[config.mk]
export PLATFORM = sky130hd
export DESIGN_NAME = if_fetch_unit
export DESIGN_NICKNAME = d
export VERILOG_FILES = /design/src/rtl/if_fetch_unit.sv
export SDC_FILE = /design/constraint.sdc
export NUM_CORES = 1
export LEC_CHECK = 0
export ABC_AREA = 1
export CAP_MARGIN = 25
export CORE_ASPECT_RATIO = 0.9
export CORE_MARGIN = 2
export CORE_UTILIZATION = 30
export DETAILED_ROUTE_END_ITERATION = 10
export PLACE_DENSITY = 0.45
export SYNTH_ARGS = -nofsm -noshare
export SYNTH_HDL_FRONTEND = slang
export SYNTH_SLANG_ARGS = --single-unit
export TNS_END_PERCENT = 50
[constraint.sdc]
create_clock -name clk -period 5.7 [get_ports clk]
set_input_delay 1.14 -clock clk [delete_from_list [all_inputs] [get_ports clk]]
set_output_delay 1.14 -clock clk [all_outputs]
set_load 0.02 [all_outputs]
[src/rtl/if_fetch_unit.sv]
`default_nettype none
// ============================================================================
//  Module   : if_fetch_unit
//  Purpose  : Instruction-fetch stage. Owns the PC, drives a req/ack
//             instruction-memory port with variable latency, buffers the
//             returned words in a small prefetch FIFO and loads the IF/ID
//             register seen by the decoder.
//  Revision : 1.0  initial release
// ============================================================================
module if_fetch_unit #(
  parameter int                ADDR_W     = 32,
  parameter int                DATA_W     = 32,
  parameter logic [ADDR_W-1:0] RESET_PC   = '0,
  parameter int                FIFO_DEPTH = 2
) (
  input  logic              clk,
  input  logic              rst,
  input  logic              stall,
  input  logic              flush,
  input  logic [ADDR_W-1:0] redirect_pc,
  output logic              imem_req,
  output logic [ADDR_W-1:0] imem_addr,
  input  logic              imem_ack,
  input  logic [DATA_W-1:0] imem_rdata,
  output logic              id_valid,
  output logic [DATA_W-1:0] id_inst,
  output logic [ADDR_W-1:0] id_pc_plus4
);

  localparam int                PTR_W   = (FIFO_DEPTH > 1) ? $clog2(FIFO_DEPTH) : 1;
  localparam int                CNT_W   = PTR_W + 1;
  localparam logic [CNT_W-1:0]  DEPTH_C = CNT_W'(FIFO_DEPTH);
  localparam logic [ADDR_W-1:0] FOUR_C  = ADDR_W'(4);

  typedef enum logic [1:0] {
    S_IDLE  = 2'd0,   // no request outstanding
    S_BUSY  = 2'd1,   // request outstanding, its data will be kept
    S_DRAIN = 2'd2    // request outstanding, its data is stale
  } state_t;

  state_t             state_q, state_d;
  logic [ADDR_W-1:0]  fetch_pc_q, fetch_pc_d;
  logic               req_q, req_d;
  logic [ADDR_W-1:0]  addr_q, addr_d;

  // Prefetch FIFO: each entry is {fetch address + 4, instruction}
  logic [ADDR_W-1:0]  fifo_pc_q   [FIFO_DEPTH];
  logic [DATA_W-1:0]  fifo_inst_q [FIFO_DEPTH];
  logic [PTR_W-1:0]   wr_ptr_q, rd_ptr_q;
  logic [CNT_W-1:0]   count_q, count_d;

  logic               id_valid_q;
  logic [DATA_W-1:0]  id_inst_q;
  logic [ADDR_W-1:0]  id_pc_plus4_q;

  logic               w_push;
  logic               w_pop;
  logic               w_space;
  logic [ADDR_W-1:0]  w_drain_pc;

  // FIFO occupancy after this cycle's push/pop/flush, and whether a new
  // request can be issued against it
  always_comb begin
    w_pop   = !flush && !stall && (count_q != '0);
    w_push  = (state_q == S_BUSY) && imem_ack && !flush;
    count_d = count_q;
    if (flush) begin
      count_d = '0;
    end else if (w_push && !w_pop) begin
      count_d = count_q + CNT_W'(1);
    end else if (!w_push && w_pop) begin
      count_d = count_q - CNT_W'(1);
    end
    w_space = (count_d < DEPTH_C);
  end

  // Fetch FSM next-state: request issue, hold-until-ack, redirect handling
  always_comb begin
    state_d    = state_q;
    fetch_pc_d = fetch_pc_q;
    req_d      = req_q;
    addr_d     = addr_q;
    w_drain_pc = flush ? redirect_pc : fetch_pc_q;
    case (state_q)
      S_IDLE: begin
        if (flush) begin
          // Redirect only; the request goes out on the following cycle
          fetch_pc_d = redirect_pc;
        end else if (count_q < DEPTH_C) begin
          state_d = S_BUSY;
          req_d   = 1'b1;
          addr_d  = fetch_pc_q;
        end
      end
      S_BUSY: begin
        if (imem_ack) begin
          if (flush) begin
            // Response is stale; go straight to the redirect target
            fetch_pc_d = redirect_pc;
            state_d    = S_BUSY;
            req_d      = 1'b1;
            addr_d     = redirect_pc;
          end else begin
            fetch_pc_d = fetch_pc_q + FOUR_C;
            if (w_space) begin
              state_d = S_BUSY;
              req_d   = 1'b1;
              addr_d  = fetch_pc_q + FOUR_C;
            end else begin
              state_d = S_IDLE;
              req_d   = 1'b0;
            end
          end
        end else if (flush) begin
          // Requests are never aborted: wait for the ack and drop it
          state_d    = S_DRAIN;
          fetch_pc_d = redirect_pc;
        end
      end
      S_DRAIN: begin
        fetch_pc_d = w_drain_pc;
        if (imem_ack) begin
          if (w_space) begin
            state_d = S_BUSY;
            req_d   = 1'b1;
            addr_d  = w_drain_pc;
          end else begin
            state_d = S_IDLE;
            req_d   = 1'b0;
          end
        end
      end
      default: begin
        state_d = S_IDLE;
        req_d   = 1'b0;
      end
    endcase
  end

  // Fetch FSM state, PC and memory-port registers
  always_ff @(posedge clk or posedge rst) begin
    if (rst) begin
      state_q    <= S_IDLE;
      fetch_pc_q <= RESET_PC;
      req_q      <= 1'b0;
      addr_q     <= RESET_PC;
    end else begin
      state_q    <= state_d;
      fetch_pc_q <= fetch_pc_d;
      req_q      <= req_d;
      addr_q     <= addr_d;
    end
  end

  // FIFO pointers and occupancy; flush empties the buffer
  always_ff @(posedge clk or posedge rst) begin
    if (rst) begin
      wr_ptr_q <= '0;
      rd_ptr_q <= '0;
      count_q  <= '0;
    end else begin
      count_q <= count_d;
      if (flush) begin
        wr_ptr_q <= '0;
        rd_ptr_q <= '0;
      end else begin
        if (w_push) wr_ptr_q <= wr_ptr_q + PTR_W'(1);
        if (w_pop)  rd_ptr_q <= rd_ptr_q + PTR_W'(1);
      end
    end
  end

  // FIFO storage; contents are only meaningful below the occupancy count
  always_ff @(posedge clk) begin
    if (w_push) begin
      fifo_pc_q[wr_ptr_q]   <= addr_q + FOUR_C;
      fifo_inst_q[wr_ptr_q] <= imem_rdata;
    end
  end

  // IF/ID register: flush beats stall, stall holds, otherwise pop or bubble
  always_ff @(posedge clk or posedge rst) begin
    if (rst) begin
      id_valid_q    <= 1'b0;
      id_inst_q     <= '0;
      id_pc_plus4_q <= '0;
    end else if (flush) begin
      id_valid_q <= 1'b0;
      id_inst_q  <= '0;
    end else if (!stall) begin
      if (count_q != '0) begin
        id_valid_q    <= 1'b1;
        id_inst_q     <= fifo_inst_q[rd_ptr_q];
        id_pc_plus4_q <= fifo_pc_q[rd_ptr_q];
      end else begin
        id_valid_q <= 1'b0;
        id_inst_q  <= '0;
      end
    end
  end

  assign imem_req    = req_q;
  assign imem_addr   = addr_q;
  assign id_valid    = id_valid_q;
  assign id_inst     = id_inst_q;
  assign id_pc_plus4 = id_pc_plus4_q;

endmodule
`default_nettype wire

# After elaboration in Yosys (flattened, before gate mapping)
# Memories as Yosys holds them, arrays and structs flattened. A register that Yosys moved wholly into a read port is not among the register bits.
# Index checks and enable logic that the tools add are counted.
[word_totals]
memories = 2
reg_bits = 104
ramBits = 128
out_inout_bits = 98
elab_cells = 94
in_bits = 69
[memory_table]
columns = ["memory", "depth", "width", "read_ports", "rd_ports_with_merged_regs", "write_ports", "line_no", "source"]
rows = [
  ["fifo_inst_q", 2, 32, 1, 0, 1, "48", "logic [DATA_W-1:0] fifo_inst_q [FIFO_DEPTH];"],
  ["fifo_pc_q", 2, 32, 1, 1, 1, "47", "logic [ADDR_W-1:0] fifo_pc_q [FIFO_DEPTH];"],
]
[classes]
n_lt_le_gt_ge = 2
bitwise_logic = 2
muxes = 42
reduce_logical = 21
eq_ne = 10
add_sub_neg = 6
[ops]
columns = ["cell", "n"]
rows = [
  ["$mux W32", 13],
  ["$pmux W32 S3", 1],
  ["$add A32 B3 Y32 const B", 2],
  ["$pmux W32 S2", 1],
  ["$mux W1", 17],
  ["$mux W2", 8],
  ["$ne A2 B2 Y1 const B", 5],
  ["$reduce_and A4 Y1", 2],
  ["$reduce_bool A2 Y1", 4],
  ["$reduce_and A7 Y1", 1],
  ["$logic_and A1 B1 Y1", 6],
  ["$ne A3 B3 Y1 const B", 2],
  ["$pmux W2 S3", 1],
  ["$logic_not A1 Y1", 4],
  ["$lt A2 B2 Y1 const B", 2],
  ["$pmux W1 S3", 1],
  ["$reduce_and A3 Y1", 1],
  ["$reduce_bool A3 Y1", 1],
  ["$add A1 B1 Y1 const B", 2],
  ["$add A2 B1 Y2 const B", 1],
  ["$eq A2 B1 Y1 const B", 1],
  ["$eq A2 B2 Y1 const B", 1],
  ["$logic_not A2 Y1", 1],
  ["$ne A2 B1 Y1 const B", 1],
  ["3 further kinds", 4],
]

# Longest topological paths before layout
# Gate-level depths: netlist of run 1.
[depth]
ltp_word = 13
depth_mapped = 15
ltp_nobuf = 13

# Worst setup path after synthesis of run 1
# No wires, ideal clock.
[synth_path]
kind = "in2reg"
start = "input port flush"
end = "memory fifo_inst_q[1][0] (enable)"
path_buffers = 2
arrival_ns = 4.480
setup_slack_ns = 0.734
cell_stages = 5
t_required_ns = 5.214
setup_time_ns = 0.486
cell_sequence = "clkinv_1 > buf_2 > clkbuf_1 > nand2_1 > nor2_1"
[synth_between]
elab_chain_len = 4
[synth_rtl]
columns = ["item", "line_no", "source"]
rows = [
  ["from (decl)", "19", "input logic flush,"],
  ["$logic_not A1 Y1", "65", "w_push = (state_q == S_BUSY) && imem_ack && !flush;"],
  ["$logic_and A1 B1 Y1", "65", ""],
  ["$mux W1", "175", "if (w_push) begin"],
  ["$mux W1 (not written as such)", "177", "fifo_inst_q[wr_ptr_q] <= imem_rdata;"],
  ["to (decl)", "48", ""],
]
# No other way between the ends.

# Worst setup path in the final report of run 1
[layout_path]
start = "register state_q[1]"
end = "register addr_q[26], in the netlist imem_addr[26]"
[layout_between]
elab_chain_len = 11
elab_cells_between_ends = 21
classes_between = "order compare: 1; eq/ne: 8; mux: 4; reduce/logical: 8"
[layout_rtl]
columns = ["item", "line_no", "source"]
rows = [
  ["from (decl)", "41", "state_t state_q, state_d;"],
  ["from (signal assigned)", "148", "state_q <= state_d;"],
  ["$eq A2 B1 Y1", "65, 84", ""],
  ["$logic_and A1 B1 Y1 (2 in series)", "65", ""],
  ["$logic_not A1 Y1", "71", "end else if (!w_push && w_pop) begin"],
  ["$logic_and A1 B1 Y1", "71", ""],
  ["$mux W2", "71", ""],
  ["$mux W2", "69", "end else if (w_push && !w_pop) begin"],
  ["$mux W2", "67", "if (flush) begin"],
  ["$lt A2 B2 Y1", "74", "w_space = (count_d < DEPTH_C);"],
  ["$ne A3 B3 Y1 (no source line) or $ne A2 B2 Y1 (tied branches)", "--", ""],
  ["$reduce_and A7 Y1 (no source line)", "--", ""],
  ["to (signal assigned)", "151", "addr_q <= addr_d;"],
  ["to (decl)", "44", "logic [ADDR_W-1:0] addr_q, addr_d;"],
]
# Several ways; a longest one is shown, not always the timed one.
# A chain may end at the register's enable or synchronous reset.

==> results.ini, run 1 <==
[yosys]
synthesis.yosys.warnings = 0
synth-compound-area-share_pct = 10.67
postSynthAreaPerCell_sq_um = 8.873
synth_adder_area_share_pct = 0.6942
synth_xor_area_share_pct = 2.083
simple_logic_cell_fraction_of_the_synthesized_area_pct = 23.90
seq_area_frac_synth_pct = 57.44
async_flop_share_pct = 51.52
synthCells = 1422
largest_family_of_logic_cells_by_synthesized_area = simple AND/OR/NAND/NOR gates
mux_cell_area_share_after_synthesis_pct = 0.1587
ys_types = 41
yosysTopAreaCellShare_pct = 30.46
synth-main-ff-cell = sky130_fd_sc_hd__dfrtp_1
synthTopCellsByArea = sky130_fd_sc_hd__edfxtp_1, sky130_fd_sc_hd__dfrtp_1, sky130_fd_sc_hd__nand2_1
synth.largest_area_cell = sky130_fd_sc_hd__edfxtp_1
synth_seq_cells = 264
number_of_flops_mapped_to_enable_cells_by_yosys = 128
synth.cell_area_sq_um = 12620
syn_nets = 1498

[cells_and_area]
nets = 1635
drive_above_1_share_pct = 5.310
syn_to_final_growth_pct = 24.96
antenna-diode-count = 0
mostFrequentLayoutCells = sky130_fd_sc_hd__nand2_1, sky130_fd_sc_hd__nor2_1, sky130_fd_sc_hd__clkdlybuf4s50_1
fraction_of_the_core_area_covered_by_cells_at_the_end_of_the_flow_pct = 37.84
most_common_cell_after_layout_fill_and_taps_aside = sky130_fd_sc_hd__nand2_1

[grt]
initial_antenna_violation_count = 0
overall_routing_resource_usage_pct = 17.43
grt_start_max_net_pins = 88
grt-ovfl-total = 0
vias_in_the_first_global_route = 9813
grt_pass1_wl_mm = 58.55

[die]
ios = 167
floorplan.die.height_um = 198.6
fp.dieArea_sq_um = 43720
placementRows = 71
fp.dieW_um = 220.2
start_util_pct = 30.28
core-area_sq_um = 41660

[place]
port_buffers = 166
gp_congestion = 0.8355
placement.setup.worst_slack_ns = 1.929
place_hpwl_mm = 25.04

[power]
power.leakage_nw = 6.311
ir_drop_mv = 0.2184
total_power_mw = 8.223
pwr_density_cell_nw_per_um2 = 521.5

[min_path]
min_path_cells = 1
timing.hold.worst.class = reg -> reg

[sta]
post-route-worst-setup-slack_ns = 2.319
final_hold_viol_count = 0
timing_max_transition_violations_final = 0
final.min_clock_period_ns = 3.381
fin_setup_tns_ns = 0
setup-violations-final = 0
grt_setup_unrepaired = no
timing.slew.headroom_pct = 36.53
fin_worst_skew_ns = 0.01112
hold_ws_ns = 0.4610
min_period_over_period_pct = 59.31
max_freq_mhz = 295.8
worst-slew-pin-transition_ns = 0.9520

[drt]
drtPass1Iterations = 5
drtIter0Drc = 763
detailed_route_wl_mm = 38.16
route.antenna.remaining_nets = 0
post_drt_wl_per_cell_um = 17.92
num_vias = 10270
drt_drc_violations_left = 0
avgViaCountPerCell = 4.825

[clocking]
cts_max_level = 1
cts-root-to-sink-buffers = 3
tritoncts = yes
clkSinkCount = 264
clock_root_buffer = sky130_fd_sc_hd__clkbuf_16
cts_buffers = 29
cts_hold_buf = 0
worst_setup_hold_path_clk_slew_ns = 0.06
cts.repair_timing.setup_buffer_count = 0
cts_resized = 0
clock_latency_ns = 0.57

[setup_path]
worst_ep_arrival_time_ns = 3.88
critical_path_required_ns = 6.20
worstSetupEndpointType = register
timing_worst_setup_path_type = reg -> reg
startpoint_type = register
reg2regPathDepth = 12
worst-path-max-fanout = 31

[flow_run]
max_cap_violations = 0

[outcome]
outcome = finished, final reports clean

[synthesized netlist by cell type, types with 3 or more instances]
| cell type | instances |
|---|---|
| sky130_fd_sc_hd__edfxtp_1 | 128 |
| sky130_fd_sc_hd__nand3_1 | 106 |
| sky130_fd_sc_hd__xnor2_1 | 11 |
| sky130_fd_sc_hd__o31ai_1 | 32 |
| sky130_fd_sc_hd__a21oi_1 | 68 |
| sky130_fd_sc_hd__nand2_1 | 331 |
| sky130_fd_sc_hd__nor3_1 | 5 |
| sky130_fd_sc_hd__nor4_1 | 3 |
| sky130_fd_sc_hd__nor2_2 | 4 |
| sky130_fd_sc_hd__buf_6 | 6 |
| sky130_fd_sc_hd__o22ai_1 | 4 |
| sky130_fd_sc_hd__or2_2 | 3 |
| sky130_fd_sc_hd__dfrtp_1 | 136 |
| sky130_fd_sc_hd__a31oi_1 | 33 |
| sky130_fd_sc_hd__xor2_1 | 19 |
| sky130_fd_sc_hd__buf_2 | 11 |
| sky130_fd_sc_hd__o21ai_0 | 85 |
| sky130_fd_sc_hd__nor2_1 | 245 |
| sky130_fd_sc_hd__o211ai_1 | 3 |
| sky130_fd_sc_hd__inv_1 | 76 |
| sky130_fd_sc_hd__nand4_1 | 19 |
| sky130_fd_sc_hd__a22oi_1 | 6 |
| sky130_fd_sc_hd__ha_1 | 7 |
| sky130_fd_sc_hd__nand2_2 | 4 |
| sky130_fd_sc_hd__clkbuf_1 | 53 |
[logic make-up after synthesis]
kind of cell / Yosys count
compound gates: 237
xor+xnor: 30
buf+inv: 153
flops: 264
mux: 2
simple gates: 729
fa+ha+maj: 7
[path summary, 6_finish.rpt]
check | startpoint | endpoint | slack [ns]
worst max-delay path | state_q[1] | imem_addr[26] | 2.32
max in group asynchronous | rst | id_inst[26] | 3.51
worst min-delay path | count_q[0] | count_q[0] | 0.46
min in group asynchronous | rst | imem_req | 1.12
worst max register to register | state_q[1] | imem_addr[26] | 2.32
worst min register to register | count_q[0] | count_q[0] | 0.46
[layer usage]
metal | vias up | GRT usage [%] | wire, um
met1 | 4865 | 24.89 | 18050
met3 | 59 | 2.431 | 1775
met4 | 0 | 5.767 | 1220
li1 | 5070 | - | -
met5 | - | 0 | 0
met2 | 278 | 27.18 | 17110
[critical path: stages (launching register included)]
cell and delay (ns):
sky130_fd_sc_hd__dfrtp_1 0.40, sky130_fd_sc_hd__inv_1 0.10, sky130_fd_sc_hd__ha_2 0.74, sky130_fd_sc_hd__nand2_1 0.32, sky130_fd_sc_hd__nor2_1 0.27, sky130_fd_sc_hd__nand3_1 0.11, sky130_fd_sc_hd__nand2_1 0.07, sky130_fd_sc_hd__inv_1 0.07
sky130_fd_sc_hd__nand2_1 0.11, sky130_fd_sc_hd__a21oi_1 0.11, sky130_fd_sc_hd__nor2_4 0.57, sky130_fd_sc_hd__nand3_1 0.31, sky130_fd_sc_hd__nand2_1 0.12
[per-stage QoR]
step | cells | instance area [sq um]
final | 2129 | 15770
after global routing | 2129 | 15770
after CTS | 2129 | 15770
after detailed placement | 2075 | 14800
after global placement | 2072 | 14730
after floorplan | 1422 | 12620
[final cells by class]
type	count	area, sq um
Tap cell	547	684.4
Multi-Input combinational cell	1005	4755
Sequential cell	264	7248
Clock inverter	17	177.7
Inverter	79	301.5
Timing Repair Buffer	180	1814
Clock buffer	37	785.8
Fill cell	4158	25900
[state kept, by name, summed over array words and instances (netlist names)]
name         cells
count_q          2
fifo_inst_q     64
id_pc_plus4     32
id_inst         32
imem_addr       32
fifo_pc_q       64
imem_req         1
rd_ptr_q         1
wr_ptr_q         1
state_q          2
fetch_pc_q      32
id_valid         1
[where the power goes]
part / switching (mW) / total (mW) / leakage, nW / internal, mW
registers: 0.467 / 3.02 / 2.84 / 2.55
logic: 2.11 / 3.30 / 3.01 / 1.19
clock network: 0.793 / 1.91 / 0.462 / 1.11
total: 3.37 / 8.22 / 6.31 / 4.86
Power figures use the tool's default switching activity.
==> run 2: changes to the inputs <==
--- a/config.mk
+++ b/config.mk
@@ -11,7 +11,7 @@
 export CORE_MARGIN = 2
 export CORE_UTILIZATION = 30
 export DETAILED_ROUTE_END_ITERATION = 10
-export PLACE_DENSITY = 0.45
+export PLACE_DENSITY = 0.46
 export SYNTH_ARGS = -nofsm -noshare
 export SYNTH_HDL_FRONTEND = slang
 export SYNTH_SLANG_ARGS = --single-unit
==> constraint.sdc (replaced) <==
create_clock -name clk -period 2.8 [get_ports clk]
set_input_delay 0.56 -clock clk [delete_from_list [all_inputs] [get_ports clk]]
set_output_delay 0.56 -clock clk [all_outputs]
set_load 0.02 [all_outputs]
==> results.ini, run 2 (synthesized netlist as in run 1, its figures left out) <==
[setup_path]
worstSetupEndpointType = primary output  ; was register
critical_path_required_ns = 2.24  ; was 6.20 ns
reg2reg_slack_ns = 0.56  ; was 2.32 ns
worst_r2r_startpoint = state_q[1]  ; unchanged
critical-path-max-stage-delay_ns = 0.72  ; was 0.74 ns
timing.rr.end = imem_addr[26]  ; unchanged
slowest_library_cell_on_the_worst_path = sky130_fd_sc_hd__clkdlybuf4s50_1  ; was sky130_fd_sc_hd__ha_2
cp_top_family = buffers and inverters  ; was simple AND/OR/NAND/NOR gates
reg2regPathDepth = 12  ; unchanged
worst-path-buf-inv = 1  ; was 2
startpoint_type = register  ; unchanged
worst-path-max-fanout = 6  ; was 31
crit_chain = clkdlybuf4s50_1  ; was inv_1, ha_2, nand2_1, nor2_1, nand3_1, nand2_1, inv_1, nand2_1, a21oi_1, nor2_4, nand3_1, nand2_1
timing_worst_setup_path_type = reg -> out  ; was reg -> reg
worst_ep_arrival_time_ns = 1.78  ; was 3.88 ns

[clocking]
clkSinkCount = 264  ; unchanged
cts.repair_timing.setup_buffer_count = 0  ; unchanged
tritoncts = yes  ; unchanged
cts_resized = 0  ; unchanged
worst_setup_hold_path_clk_slew_ns = 0.06  ; about the same
cts-root-to-sink-buffers = 3  ; unchanged
cts_max_level = 1  ; unchanged
cts_hold_buf = 0  ; unchanged
clock_latency_ns = 0.59  ; was 0.57 ns
clock_root_buffer = sky130_fd_sc_hd__clkbuf_16  ; unchanged
cts_buffers = 31  ; was 29

[sta]
min_period_over_period_pct = 83.54
final.min_clock_period_ns = 2.339
worst-slew-pin-transition_ns = 0.8030  ; was 0.9520 ns
final_hold_viol_count = 0  ; unchanged
timing_max_transition_violations_final = 0  ; unchanged
fin_worst_skew_ns = 0.01791  ; was 0.01112 ns
fin_setup_tns_ns = 0  ; unchanged
timing.slew.headroom_pct = 46.46  ; was 36.53%
setup-violations-final = 0  ; unchanged
post-route-worst-setup-slack_ns = 0.4609  ; was 2.319 ns
max_freq_mhz = 427.5
grt_setup_unrepaired = no  ; unchanged

[cells_and_area]
nFillCells = 4159  ; was 4158
most_common_cell_after_layout_fill_and_taps_aside = sky130_fd_sc_hd__nand2_1  ; unchanged
area.sequential_sq_um = 7248  ; unchanged
nets = 1651  ; was 1635
drive_above_1_share_pct = 6.625  ; was 5.310%
mostFrequentLayoutCells = sky130_fd_sc_hd__nand2_1, sky130_fd_sc_hd__nor2_1, sky130_fd_sc_hd__clkdlybuf4s50_1  ; unchanged
antenna-diode-count = 0  ; unchanged
layout_top_registers = fifo_inst_q: 64 flops, fifo_pc_q: 64 flops  ; unchanged
multiInputGateArea_sq_um = 4747  ; was 4755 sq um
syn_to_final_growth_pct = 27.73  ; was 24.96%

[drt]
drt_drc_violations_left = 0  ; unchanged
avgViaCountPerCell = 4.779  ; was 4.825
route.antenna.remaining_nets = 0  ; unchanged
drtPass1Iterations = 5  ; unchanged
detailed_route_wl_mm = 38.18  ; was 38.16 mm
post_drt_wl_per_cell_um = 17.78  ; was 17.92 um
num_vias = 10260  ; was 10270
drtIter0Drc = 766  ; was 763

[place]
place_hpwl_mm = 26.09  ; was 25.04 mm
placement.setup.worst_slack_ns = 0.07524  ; was 1.929 ns
port_buffers = 166  ; unchanged
gp_congestion = 0.8519  ; was 0.8355

[die]
core-area_sq_um = 41660  ; unchanged
fp.dieW_um = 220.2  ; unchanged
ios = 167  ; unchanged
floorplan.die.height_um = 198.6  ; unchanged
start_util_pct = 30.28  ; unchanged
placementRows = 71  ; unchanged
fp.dieArea_sq_um = 43720  ; unchanged

[power]
switching_power_mw = 6.908  ; was 3.366 mW
power.combinational.fraction_pct = 39.4  ; was 40.1%
sequentialPowerShare_pct = 35.1  ; was 36.7%
power.share.switching_pct = 39.82  ; was 40.93%
pwr_density_cell_nw_per_um2 = 1076  ; was 521.5 nW/um^2
clock_power_share_pct = 25.5  ; was 23.2%
power.leakage_nw = 6.493  ; was 6.311 nW
power.internal_mw = 10.44  ; was 4.857 mW
ir_drop_mv = 0.6370  ; was 0.2184 mV

[min_path]
timing.hold.worst.class = in -> async  ; was reg -> reg

[grt]
grt_pass1_wl_mm = 58.99  ; was 58.55 mm
initial_antenna_violation_count = 0  ; unchanged
overall_routing_resource_usage_pct = 17.59  ; was 17.43%
grt_start_max_net_pins = 84  ; was 88
grt-ovfl-total = 0  ; unchanged
vias_in_the_first_global_route = 9946  ; was 9813

[flow_run]
max_cap_violations = 0  ; unchanged

[outcome]
outcome = finished, final reports clean  ; unchanged

## run 2: metrics by stage
stage	utilization, %	cell area [sq um]	instances	power [mW]	hold slack [ns]
2_1_floorplan	-	12620	1422	10.17	0.4337
3_3_place_gp	35.97	14980	2089	12.99	0.4516
3_5_place_dp	35.97	14980	2089	13.04	0.4715
4_1_cts	38.68	16120	2147	17.56	0.3552
5_1_grt	38.68	16120	2147	18.58	0.3736
6_report	38.68	16120	2147	17.35	0.3655
## run 2: final cells by class
type,instances,area share [%]
clock inverters,16,1.576
well taps,547,4.247
multi-input cells,1005,29.46
repair buffers,194,12.44
inverters,79,1.863
flip-flops and latches,264,44.98
clock buffers,42,5.443
## run 2: power by group through the flow
stage | clock [mW] | combinational [mW] | sequential [mW]
after global placement | 0 | 6.83 | 6.16
final | 4.43 | 6.83 | 6.09
after global routing | 4.71 | 7.63 | 6.24
after CTS | 4.57 | 6.89 | 6.10
after detailed placement | 0 | 6.87 | 6.17
after floorplan | 0 | 3.65 | 6.52
## run 2: worst max-delay path by stage
| stage | startpoint | end | depth (start not counted) |
|---|---|---|---|
| after floorplan | state_q[1] | fifo_inst_q[0][0] | 6 |
| after global placement | imem_ack | imem_addr[31] | 11 |
| after detailed placement | imem_ack | imem_addr[25] | 11 |
| after CTS | imem_addr[9] | imem_addr[9] | 1 |
| after global routing | state_q[1] | imem_addr[26] | 12 |
| final | imem_addr[9] | imem_addr[9] | 1 |
## run 2: routing by layer
layer / GRT usage [%] / vias up / wire length [um]
met3: 2.630 / 41 / 1784
met1: 25.09 / 4858 / 18320
met5: 0 / - / 0
met4: 4.027 / 0 / 764
met2: 28.15 / 254 / 17300
li1: - / 5108 / -
==> run 3: changes to the inputs <==
--- a/config.mk
+++ b/config.mk
@@ -11,7 +11,7 @@
 export CORE_MARGIN = 2
 export CORE_UTILIZATION = 30
 export DETAILED_ROUTE_END_ITERATION = 10
-export PLACE_DENSITY = 0.46
+export PLACE_DENSITY = 0.45
 export SYNTH_ARGS = -nofsm -noshare
 export SYNTH_HDL_FRONTEND = slang
 export SYNTH_SLANG_ARGS = --single-unit
==> constraint.sdc (replaced) <==
create_clock -name clk -period 2.4 [get_ports clk]
set_input_delay 0.48 -clock clk [delete_from_list [all_inputs] [get_ports clk]]
set_output_delay 0.48 -clock clk [all_outputs]
set_load 0.02 [all_outputs]
==> results.ini, run 3 (synthesized netlist as in run 1, its figures left out) <==
[sta]
worst-slew-pin-transition_ns = 0.5418  ; was 0.8030 ns
timing_max_transition_violations_final = 0  ; unchanged
final.min_clock_period_ns = 2.274
final_hold_viol_count = 0  ; unchanged
fin_worst_skew_ns = 0.01239  ; was 0.01791 ns
min_period_over_period_pct = 94.76
max_freq_mhz = 439.7
timing.slew.headroom_pct = 63.88  ; was 46.46%
setup-violations-final = 0  ; unchanged
post-route-worst-setup-slack_ns = 0.1257  ; was 0.4609 ns
grt_setup_unrepaired = no  ; unchanged

[drt]
num_vias = 10320  ; was 10260
drt_drc_violations_left = 0  ; unchanged
post_drt_wl_per_cell_um = 17.89  ; was 17.78 um
route.antenna.remaining_nets = 0  ; unchanged
drtPass1Iterations = 5  ; unchanged
drtIter0Drc = 761  ; was 766
detailed_route_wl_mm = 38.57  ; was 38.18 mm
avgViaCountPerCell = 4.788  ; was 4.779

[power]
sequentialPowerShare_pct = 36.1  ; was 35.1%
total_power_mw = 19.72  ; was 17.35 mW
ir_drop_mv = 0.8856  ; was 0.6370 mV
power.internal_mw = 11.63  ; was 10.44 mW
power.combinational.fraction_pct = 41.0  ; was 39.4%
switching_power_mw = 8.089  ; was 6.908 mW
power.leakage_nw = 6.459  ; was 6.493 nW
pwr_density_cell_nw_per_um2 = 1229  ; was 1076 nW/um^2
clock_power_share_pct = 22.9  ; was 25.5%
power.share.switching_pct = 41.02  ; was 39.82%

[place]
gp_congestion = 0.8119  ; was 0.8519
port_buffers = 166  ; unchanged
dp.cells = 2099  ; was 2089
placement.setup.worst_slack_ns = -0.1229  ; was 0.07524 ns
place_hpwl_mm = 25.60  ; was 26.09 mm

[cells_and_area]
fin_cells = 2156  ; was 2147
layout_top_registers = fifo_inst_q: 64 flops, fifo_pc_q: 64 flops  ; unchanged
mostFrequentLayoutCells = sky130_fd_sc_hd__nand2_1, sky130_fd_sc_hd__nor2_1, sky130_fd_sc_hd__clkdlybuf4s50_1  ; unchanged
fraction_of_the_core_area_covered_by_cells_at_the_end_of_the_flow_pct = 38.50  ; was 38.68%
most_common_cell_after_layout_fill_and_taps_aside = sky130_fd_sc_hd__nand2_1  ; unchanged
syn_to_final_growth_pct = 27.13  ; was 27.73%
drive_above_1_share_pct = 7.023  ; was 6.625%
nets = 1661  ; was 1651
multiInputGateArea_sq_um = 4766  ; was 4747 sq um
antenna-diode-count = 0  ; unchanged
nFillCells = 4220  ; was 4159
area.sequential_sq_um = 7248  ; unchanged

[clocking]
cts-root-to-sink-buffers = 3  ; unchanged
cts_buffers = 30  ; was 31
clkSinkCount = 264  ; unchanged
worst_setup_hold_path_clk_slew_ns = 0.07  ; was 0.06 ns
tritoncts = yes  ; unchanged
clock_latency_ns = 0.58  ; was 0.59 ns
cts.repair_timing.setup_buffer_count = 0  ; unchanged
clock_root_buffer = sky130_fd_sc_hd__clkbuf_16  ; unchanged
cts_max_level = 1  ; unchanged

[flow_run]
max_cap_violations = 0  ; unchanged

[setup_path]
critical-path-max-stage-delay_ns = 0.75  ; was 0.72 ns
startpoint_type = register  ; unchanged
worstSetupEndpointType = primary output  ; unchanged
worst-path-buf-inv = 1  ; unchanged
slowest_library_cell_on_the_worst_path = sky130_fd_sc_hd__clkdlybuf4s50_1  ; unchanged
worst-path-max-fanout = 6  ; unchanged
worst_ep_arrival_time_ns = 1.79  ; was 1.78 ns
timing_worst_setup_path_type = reg -> out  ; unchanged
critical_path_required_ns = 1.92  ; was 2.24 ns
crit_chain = clkdlybuf4s50_1  ; unchanged
cp_top_family = buffers and inverters  ; unchanged

[die]
fp.dieArea_sq_um = 43720  ; unchanged
start_util_pct = 30.28  ; unchanged
core-area_sq_um = 41660  ; unchanged
ios = 167  ; unchanged
placementRows = 71  ; unchanged
floorplan.die.height_um = 198.6  ; unchanged
fp.dieW_um = 220.2  ; unchanged

[grt]
initial_antenna_violation_count = 0  ; unchanged
grt_pass1_wl_mm = 58.90  ; was 58.99 mm
overall_routing_resource_usage_pct = 17.56  ; was 17.59%
grt-ovfl-total = 0  ; unchanged
vias_in_the_first_global_route = 9849  ; was 9946
grt_start_max_net_pins = 84  ; unchanged

[min_path]
timing.hold.worst.class = in -> async  ; unchanged

[outcome]
outcome = finished, final reports clean  ; unchanged

-- run 3: changes by cell type in the layout (fill, tap and decap cells not counted), sizes merged --
cell    before  now
bufinv       6    1
buf         29   39
clkinv       6    9
clkbuf      42   43
nor2       251  252
inv         80   79
-- run 3: metrics by stage --
stage,hold WS (ns),area [sq um],setup TNS [ns]
finish,0.1940,16040,0
global route,0.1765,16040,0
CTS,0.1695,16030,0
detailed placement,0.4697,15050,-1.852
global placement,0.4474,15050,-1.454
floorplan,0.4328,12650,0
-- run 3: metal layers --
| metal | up-vias | track usage [%] | share of wire [%] |
|---|---|---|---|
| met3 | 52 | 2.829 | 4.7 |
| li1 | 5123 | - | - |
| met1 | 4897 | 24.94 | 47 |
| met2 | 250 | 27.73 | 45 |
| met4 | 0 | 4.748 | 2.7 |
| met5 | - | 0 | 0 |
-- run 3: final cells by class --
cell class,instances,area share (%)
Tap cell,547,4.267
Clock inverter,13,0.7722
Timing Repair Buffer,204,12.89
Clock buffer,43,5.304
Sequential cell,264,45.19
Inverter,79,1.872
Multi-Input combinational cell,1006,29.71
-- run 3: worst paths after layout --
path / startpoint / end / slack, ns / depth (start not counted)
worst max register to register: state_q[1] / imem_addr[30] / 0.23 / 8
min in group clk: flush / wr_ptr_q / 0.37 / 4
worst min register to register: count_q[0] / count_q[0] / 0.47 / 1
max in group asynchronous: rst / rd_ptr_q / 1.54 / 3
worst max-delay path: imem_addr[8] / imem_addr[8] / 0.13 / 1
worst min-delay path: rst / imem_req / 0.19 / 2
-- run 3: power by group through the flow --
| stage | clock [mW] | combinational, mW | sequential, mW |
|---|---|---|---|
| detailed placement | 0 | 8.10 | 7.21 |
| global placement | 0 | 8.05 | 7.22 |
| global route | 4.82 | 9.02 | 7.29 |
| floorplan | 0 | 4.28 | 7.60 |
| CTS | 4.65 | 8.12 | 7.13 |
| finish | 4.51 | 8.09 | 7.12 |
-- run 3: repair_timing --
item / in CTS / in global routing
setup endpoints to repair: 0 / 2
hold endpoints to repair: 0 / 0
hold buffers: 0 / 0
resized for setup: 0 / 2
